### config.mk
export PLATFORM = sky130hd
export DESIGN_NAME = bcd_count_ctrl
export DESIGN_NICKNAME = d
export VERILOG_FILES = /design/src/rtl/bcd_count_ctrl.sv
export SDC_FILE = /design/constraint.sdc
export NUM_CORES = 1
export LEC_CHECK = 0
export CAP_MARGIN = 25
export CELL_PAD_IN_SITES_DETAIL_PLACEMENT = 0
export CELL_PAD_IN_SITES_GLOBAL_PLACEMENT = 1
export CORE_ASPECT_RATIO = 1.2
export CORE_MARGIN = 2
export CORE_UTILIZATION = 47
export DETAILED_ROUTE_END_ITERATION = 10
export MAX_ROUTING_LAYER = met4
export PLACE_DENSITY_LB_ADDON = 0.1
export SKIP_LAST_GASP = 1
export SLEW_MARGIN = 20
export SYNTH_ARGS = -nofsm -noshare
export SYNTH_HDL_FRONTEND = slang
export SYNTH_SLANG_ARGS = --single-unit
### constraint.sdc
create_clock -name clk -period 3.1 [get_ports clk]
set_input_delay 0.31 -clock clk [delete_from_list [all_inputs] [get_ports clk]]
set_output_delay 0.31 -clock clk [all_outputs]
set_load 0.02 [all_outputs]
### src/rtl/bcd_count_ctrl.sv
// bcd_count_ctrl: button-driven idle/run/pause/done sequencer for a two-digit BCD up/down counter.
// Define BCD_COUNT_CTRL_DEBOUNCE_EN to insert a DB_CYCLES stable-counter debouncer on each button.
module bcd_count_ctrl #(
  parameter int TICK_DIV = 50000000,
  parameter int DB_CYCLES = 1000000,
  parameter logic [3:0] LIMIT_10 = 4'd9,
  parameter logic [3:0] LIMIT_1 = 4'd9
) (
  input  logic       clk,
  input  logic       rst,
  input  logic       btn_start,
  input  logic       btn_dir,
  input  logic       btn_clr,
  input  logic [3:0] bcd_1,
  input  logic [3:0] bcd_10,
  output logic       cnt_en,
  output logic       cnt_dir,
  output logic       cnt_clr,
  output logic       done,
  output logic [1:0] state
);
  typedef enum logic [1:0] {IDLE = 2'b00, RUN = 2'b01, PAUSE = 2'b10, DONE = 2'b11} state_t;
  localparam int PW = (TICK_DIV > 2) ? $clog2(TICK_DIV) : 1;
  state_t st, st_n;
  logic [PW-1:0] presc, presc_n;
  logic [2:0] s1, s2, lvl, prev, press;
  logic en_n, clr_n, dir_n, tick, term, up_term, dn_term, ps, pd, pc;
  always_ff @(posedge clk or posedge rst)
    if (rst) begin
      s1 <= '0;
      s2 <= '0;
      prev <= '0;
    end else begin
      s1 <= {btn_clr, btn_dir, btn_start};
      s2 <= s1;
      prev <= lvl;
    end
`ifdef BCD_COUNT_CTRL_DEBOUNCE_EN
  localparam int DW = (DB_CYCLES > 1) ? $clog2(DB_CYCLES + 1) : 1;
  logic [DW-1:0] stable [3];
  logic [2:0] db;
  always_ff @(posedge clk or posedge rst)
    if (rst) begin
      db <= '0;
      for (int i = 0; i < 3; i++) stable[i] <= '0;
    end else
      for (int i = 0; i < 3; i++)
        if (s2[i] == db[i]) stable[i] <= '0;
        else if (stable[i] == DW'(DB_CYCLES - 1)) begin
          db[i] <= s2[i];
          stable[i] <= '0;
        end else stable[i] <= stable[i] + 1'b1;
  assign lvl = db;
`else
  logic unused_db;
  assign unused_db = ^DB_CYCLES;
  assign lvl = s2;
`endif
  assign press = lvl & ~prev;
  assign ps = press[0];
  assign pd = press[1];
  assign pc = press[2];
  assign tick = (st == RUN) && (presc == PW'(TICK_DIV - 1));
  // digits above 9 never match, so a corrupted counter cannot stop the run
  assign up_term = bcd_10 == LIMIT_10 && bcd_1 == LIMIT_1 && bcd_10 <= 4'd9 && bcd_1 <= 4'd9;
  assign dn_term = bcd_10 == 4'd0 && bcd_1 == 4'd0;
  assign term = cnt_dir ? dn_term : up_term;
  always_comb begin
    st_n = st;
    presc_n = presc;
    en_n = 1'b0;
    clr_n = 1'b0;
    dir_n = cnt_dir;
    if (pc) begin
      st_n = IDLE;
      presc_n = '0;
      clr_n = 1'b1;
    end else
      case (st)
        IDLE: begin
          st_n = ps ? RUN : IDLE;
          dir_n = (!ps && pd) ? !cnt_dir : cnt_dir;
        end
        RUN: begin
          presc_n = tick ? '0 : presc + 1'b1;
          en_n = tick && !term;
          st_n = (tick && term) ? DONE : ps ? PAUSE : RUN;
        end
        PAUSE: begin
          st_n = ps ? RUN : PAUSE;
          dir_n = (!ps && pd) ? !cnt_dir : cnt_dir;
        end
        default: st_n = DONE;
      endcase
  end
  always_ff @(posedge clk or posedge rst)
    if (rst) begin
      st <= IDLE;
      presc <= '0;
      cnt_en <= 1'b0;
      cnt_dir <= 1'b0;
      cnt_clr <= 1'b0;
      done <= 1'b0;
    end else begin
      st <= st_n;
      presc <= presc_n;
      cnt_en <= en_n;
      cnt_dir <= dir_n;
      cnt_clr <= clr_n;
      done <= st_n == DONE;
    end
  assign state = st;
endmodule

# Word level (Yosys, flattened, before mapping)
# Cells that the tools add are included.
# W data, S select, Z words.
[totals] ff_bits=41 elab_cells=51 in_bits=13
[op_classes] n_reduce_logical=17 bitwise=3 magnitude_cmp=2 eq_ne=6 addsub=1 mux=13
[op_table] op="$mux W26" n=3
[op_table] op="$add A26 B1 Y26 const B" n=1
[op_table] op="$eq A26 B26 Y1 const B" n=1
[op_table] op="$eq A4 B4 Y1 const B" n=2
[op_table] op="$le A4 B4 Y1 const B" n=2
[op_table] op="$logic_and A1 B1 Y1" n=8
[op_table] op="$logic_not A4 Y1" n=2
[op_table] op="$mux W2" n=4
[op_table] op="$pmux W2 S3" n=1
[op_table] op="$mux W1" n=5
[op_table] op="$eq A2 B2 Y1 const B" n=2
[op_table] op="$and A3 B3 Y3" n=1
[op_table] op="$logic_not A1 Y1" n=3
[op_table] op="$not A3 Y3" n=1
[op_table] op="$reduce_and A3 Y1" n=1
[op_table] op="$eq A2 B1 Y1 const B" n=1
[op_table] op="$logic_not A2 Y1" n=1
[op_table] op="$reduce_bool A2 Y1" n=1
[op_table] op="$reduce_or A2 Y1" n=1
[op_table] op="$not A1 Y1" n=1

# Logic depth before layout (Yosys ltp)
# Gate-level depths: netlist (run 1).
[depth] ltp_word=10 ltp_mapped=7 ltp_nobuf=6

# Worst setup path before layout (run 1)
# Ideal clock, no wire load.
[synth_timing] path_kind="reg2reg" startpoint="register presc[2]" endpoint="register presc[21]" slack_ns=1.195 setup_time_ns=0.083 path_buffers=0 arrival_ns=1.822 synth_period_minus_slack_ns=1.905 stages_incl_launch_ff=6 required_time_ns=3.017 path_cell_list="dfrtp_1 > nand4_4 > or4_1 > nor2_2 > or4b_1 > a31oi_1"
[synth_via] elab_chain_cells=5
[synth_rtl] item="from (decl)" line="25" text="logic [PW-1:0] presc, presc_n;"
[synth_rtl] item="from (signal assigned)" line="106" text="presc <= presc_n;"
[synth_rtl] item="branches (longest 2 deep; another with $add A26 B1 Y26)"
[synth_rtl] item="$mux W26 (*)" line="85" text="presc_n = tick ? '0 : presc + 1'b1;"
[synth_rtl] item="$mux W26 (*)" line="79" text="case (st)"
[synth_rtl] item="$mux W26 (*)" line="74" text="if (pc) begin"
# Mark *: on every way between the ends. The select of a mux whose other input is x is not followed.
# A chain may end at the register's enable or synchronous reset.

# Worst setup path after layout (run 1)
# Ends and elaborated chain as after synthesis.

==> run metrics, run 1 <==
reg2reg setup slack=approximately 0.95 ns; router iterations before antenna repair=4; Chip Width=about 63 um; FF-to-FF path depth=5; DP Cell Count=around 280; Die Y=75.3 um; Post-synth EDFFs=0; crit path launch=presc[2]; CP endpoint kind=register; Mapped Nets=between 200 and 250; Synth Flop Type=dfrtp_1; Worst Setup Path Type=reg2reg; static leakage=0.924 nW; Worst Path Arrival=2.35 ns; Worst-Skew Late Latency=0.28 ns; Critical Path Max Stage Delay=0.61 ns; ratio of cells with drive above 1 in the final layout=0.0478; unrepaired setup endpoints after global routing=false; top cells by count, synth=dfrtp_1 (41), nor2_1 (29), nand2_1 (18); Mapped Area=1990 um^2; initial antenna violation count=0; core area=approximately 4000 um^2; fmax=roughly 470 MHz; Final Hold Vio Count=0; Final ANT Viol Nets=0; FF+latch area=slightly above 1000 um^2; WL per Instance=about 15 um; CTS tree=yes; gr usage total=0.210; Seq/Total Area, Yosys=0.515; post-synthesis cell type count=38; largest net degree at the start of global routing=42; crit path max fanout=7; first-pass GRT wire length=~7.5 mm; MaxCap Viol Count=0; area share of the largest cell type after synthesis=0.515; synthesis-to-finish area growth=16.3%; Min-Delay Path Class=reg2reg; Initial Util=0.498; YS warnings=0; min cycle time layout=between 2 and 2.5 ns; ys async rst share=1.00; Starting DRT DRC Count=165; cells after synthesis=207; crit path capture=presc[21]; detailed placement HPWL=roughly 3.1 mm; data required time of the worst path=3.30 ns; #FFs+latches synth=between 40 and 50; H-tree lvl count=2; vias after detailed routing=1583; Reg-to-Reg End=presc[21]; Max-slew headroom=0.442; reg2reg start=presc[2]; setup_tns=0 ns; CTS Sinks=41; Hold Buf Count CTS=0; Mean Syn Cell Area=about 9.6 um^2; TritonCTS Buffers=5; CP cell instances=nand4_4 -> or4_1 -> nor2_2 -> or4b_1 -> a31oi_1; fill cell count=~380; Reg clk slew, reported paths=0.08 ns; I/O Pins=19; period utilisation layout=0.694; clk buf depth=2; Max rail drop VDD=approximately 0.34 mV; Die Area=about 4800 um^2; Worst Tran Pin Value=0.834 ns; footprint of the multi-input gates=927 um^2; Yosys top cell by area=dfrtp_1; Setup Buffers After CTS=0; status=finished, final reports clean; Worst Skew=0.00421 ns; Slew Viols, Final=0; CTS Root Cell=clkbuf_8; CTS resizes=0; Max stage delay cell, worst path=or4_1; setup violators final=0; Setup crit start kind=register; FP Rows=25; Post-Route WL=4.22 mm; cell area power density=approximately 450 nW/um^2; total gr overflow=0; port bufs=18; Final #Nets=between 200 and 250; vias in the first global route=about 1600; # diodes=0; Synth area leaders=dfrtp_1 (51%), nor2_1 (5.5%), xor2_1 (5.3%); Placer Congestion=0.938; Vias/cell=between 5 and 6; Final Non-Filler Cells=284; DRC Markers=0; most numerous cell in the Yosys netlist=dfrtp_1
## per-layer routing
layer	global-route usage	wire length, um	vias up
met5	-	0	-
met3	0.0340	108	6
met4	0.0990	67	0
met1	0.261	1870	760
met2	0.342	2170	36
li1	-	-	781
## worst max-delay path, delay by kind of cell (launching register included)
family | cells | cell delay [ns]
DFF | 1 | 0.46
and+or+nand+nor | 4 | 1.42
AOI/OAI and AO/OA | 1 | 0.18
## worst min-delay path by stage
stage,start,endpoint,depth (start not counted)
5_1_grt,s1[2],lvl[2],0
2_1_floorplan,s1[0],lvl[0],0
3_3_place_gp,s1[2],lvl[2],0
6_report,s1[2],lvl[2],0
4_1_cts,s1[0],lvl[0],0
3_5_place_dp,s1[2],lvl[2],0
## report_power, final
part           total [mW]  internal [mW]  switching [mW]
combinational       0.133         0.0589          0.0737
clock               0.329          0.156           0.173
sequential          0.588          0.562          0.0267
total                1.05          0.777           0.274
## cell type report
cell class              count  share of cell area
clock inverters             2             0.00432
clock buffers               6              0.0313
flip-flops and latches     41               0.443
inverters                   7              0.0113
well taps                  54              0.0292
repair buffers             19              0.0810
multi-input cells         155               0.400
## registers in the layout, indices dropped and copies added (netlist names)
name and count:
done 1, cnt_clr 1, presc 26, lvl 3
s1 3, state 2, cnt_en 1, prev 3
cnt_dir 1
## layout by cell type, fill, tap and decap left out, types with 3 or more instances in the layout
cell             instances
nor4_1                  10
clkbuf_8                 5
xor2_1                  12
dfrtp_1                 41
nor2_1                  29
nand2b_1                 4
a21oi_1                  8
xnor2_1                  9
nor2b_1                  3
and3_1                   3
nor3_1                   7
clkdlybuf4s50_1         18
inv_1                    6
nand2_1                 18
o21ai_0                  5
nand3_1                 12
nand4_1                 11
## logic make-up (layout without fill, tap and decap cells)
kind of cell             after synthesis  after routing  synth area share
flip-flops                            41             41             0.515
XOR/XNOR                              21             21            0.0923
AO/OA/AOI/OAI                         22             22            0.0672
AND/OR/NAND/NOR                      110            110             0.294
multiplexers                           1              1           0.00502
buffers and inverters                 11             34            0.0207
adder cells (fa/ha/maj)                1              1           0.00628
## through the flow
stage / hold slack, ns / total power, mW / utilization / setup WS, ns / cell area, um^2
5_1_grt: 0.361 / 1.11 / 0.579 / 0.801 / 2320
6_report: 0.353 / 1.05 / 0.579 / 0.950 / 2320
3_3_place_gp: 0.337 / 0.729 / 0.558 / 0.970 / 2230
3_5_place_dp: 0.341 / 0.733 / 0.558 / 0.874 / 2230
2_1_floorplan: 0.331 / 0.673 / - / 1.19 / 1990
4_1_cts: 0.358 / 1.07 / 0.578 / 0.870 / 2320
Note: power is estimated with default switching activity, not from simulation.
==> inputs of run 2 (changes only) <==
CORE_UTILIZATION = 44   (was 47)
clock period = 2.2 ns   (was 3.1 ns; I/O delays follow)
==> run 2 against run 1 <==
Clock power is 90% higher. Clock skew is 0.0068 ns higher. Setup slack worse by 0.81 ns. Global-route usage is 0.40 points lower. Combinational power is 50% higher. Critical endpoint unchanged. Largest cell class unchanged.
==> run metrics, run 2 (synthesized netlist as in run 1, its figures left out) <==
vias in the first global route=1637 (+1.4%); fin area=2400 um^2 (+3.8%); crit path max fanout=7 (unchanged); Hold Buf Count CTS=0 (unchanged); Vias/cell=5.62 (+0.85%); I/O Pins=19 (unchanged); CTS Sinks=41 (unchanged); Die Area=5090 um^2 (+6.4%); core area=4290 um^2 (+7.3%); Final Hold Vio Count=0 (unchanged); setup violators final=0 (unchanged); static leakage=0.973 nW (+5.3%); total gr overflow=0 (unchanged); CP delay by family, top=simple AND/OR/NAND/NOR gates; DRC Markers=0 (unchanged); WP buf/inv=0 (unchanged); router iterations before antenna repair=4 (unchanged); MaxCap Viol Count=0 (unchanged); Final #Nets=250 (+2.9%); clk buf depth=2 (unchanged); crit path launch=presc[2]; Reg clk slew, reported paths=0.08 ns (about the same); Placer Congestion=0.853 (-9.1%); dpl cell area=2290 um^2 (+2.5%); reg2reg start=presc[2]; Initial Util=0.464 (-0.0337); footprint of the multi-input gates=926 um^2 (-0.13%); # diodes=0 (unchanged); FF+latch area=1030 um^2 (unchanged); Worst Skew=0.0110 ns (+0.00679 ns); cell area power density=690 nW/um^2 (+52%); port bufs=18 (unchanged); first-pass GRT wire length=7.82 mm (+4.7%); data required time of the worst path=2.42 ns (-0.88 ns); most common cell after layout, fill and taps aside=dfrtp_1; Setup crit start kind=register; CP cell instances=nand4_4 -> or4_1 -> nor2_2 -> or4b_1 -> a31oi_1; gr usage total=0.206 (-0.00396); period utilisation layout=0.936 (+0.242); FP Rows=26 (+4.0%); unrepaired setup endpoints after global routing=false; vias after detailed routing=1647 (+4.0%); initial antenna violation count=0 (unchanged); largest net degree at the start of global routing=42 (unchanged); Largest register FFs=26 (unchanged); Post-Route WL=4.50 mm (+6.6%); Critical Path Max Stage Delay=0.59 ns (-0.02 ns); Die Y=77.7 um (+3.2%); Max stage delay cell, worst path=or4_1; Hold WS=0.348 ns (-0.00586 ns); setup_tns=0 ns (unchanged); Min-Delay Path Class=in2async; WL per Instance=15.4 um (+3.3%); ratio of cells with drive above 1 in the final layout=0.0759 (+0.0281); TritonCTS Buffers=5 (unchanged); status=finished, final reports clean; min cycle time layout=2.06 ns (-0.0919 ns); Starting DRT DRC Count=118 (-28%); H-tree lvl count=2 (unchanged); Top reg by flops=presc; fill cell count=410 (+8.8%); CTS tree=yes; Max-slew headroom=0.570 (+0.127); CP endpoint kind=register; most frequent cells in the layout=dfrtp_1 (41), nor2_1 (29), nand2_1 (18), clkdlybuf4s50_1 (18); fmax=486 MHz (+4.5%); Final ANT Viol Nets=0 (unchanged); detailed placement HPWL=3.30 mm (+4.9%); Worst Path Arrival=2.28 ns (-0.07 ns); Worst-Skew Late Latency=0.29 ns (about the same); Worst Tran Pin Value=0.639 ns (-0.195 ns); CTS Root Cell=clkbuf_8; Chip Width=65.4 um (+3.1%); Setup Buffers After CTS=0 (unchanged); synthesis-to-finish area growth=20.7%; Max rail drop VDD=0.430 mV (+26%); CTS resizes=0 (unchanged); Worst Setup Path Type=reg2reg; Slew Viols, Final=0 (unchanged)
run 2: cell count changes in the layout (fill, tap and decap cells not counted):
cell       change
a2111oi_0      +1
a2111oi_1      -1
buf_4          +7
bufinv_16      +1
clkbuf_8       +1
clkinv_2       -2
run 2: area by class of cell:
cell class / count / area share
Clock inverter: 1 / 0.0125
Sequential cell: 41 / 0.427
Inverter: 7 / 0.0109
Tap cell: 56 / 0.0291
Timing Repair Buffer: 26 / 0.0999
Multi-Input combinational cell: 155 / 0.385
Clock buffer: 7 / 0.0359
run 2: power breakdown:
| group | internal, mW | switching, mW | total, mW |
|---|---|---|---|
| clock | 0.370 | 0.255 | 0.625 |
| sequential | 0.791 | 0.0429 | 0.834 |
| combinational | 0.0901 | 0.109 | 0.199 |
| total | 1.25 | 0.407 | 1.66 |
run 2: worst paths after layout:
path | end | slack (ns) | cells after the start
setup reg to reg | presc[21] | 0.14 | 5
hold reg to reg | lvl[0] | 0.35 | 0
min in group clk | lvl[0] | 0.35 | 0
setup / recovery | presc[21] | 0.14 | 5
max in group asynchronous | presc[3] | 1.49 | 3
hold / removal | prev[0] | 0.35 | 3
run 2: tightest hold or removal path, delay by kind of cell:
kind / cells / cell delay (ns)
buf+inv: 3 / 0.86
run 2: layer usage:
layer / global-route usage / share of wire / vias to the layer above
met2: 0.307 / 0.47 / 37
met1: 0.282 / 0.47 / 806
met5: - / 0 / -
met4: 0.0667 / 0.020 / 0
met3: 0.0420 / 0.038 / 10
li1: - / - / 794
run 2: per-stage QoR:
stage	total power [mW]	worst slack (ns)	util	cells
2_1_floorplan	0.948	0.295	-	207
3_3_place_gp	1.04	0.211	0.533	285
3_5_place_dp	1.05	0.163	0.533	285
4_1_cts	1.67	0.154	0.560	293
5_1_grt	1.73	0.0539	0.560	293
6_report	1.66	0.142	0.560	293
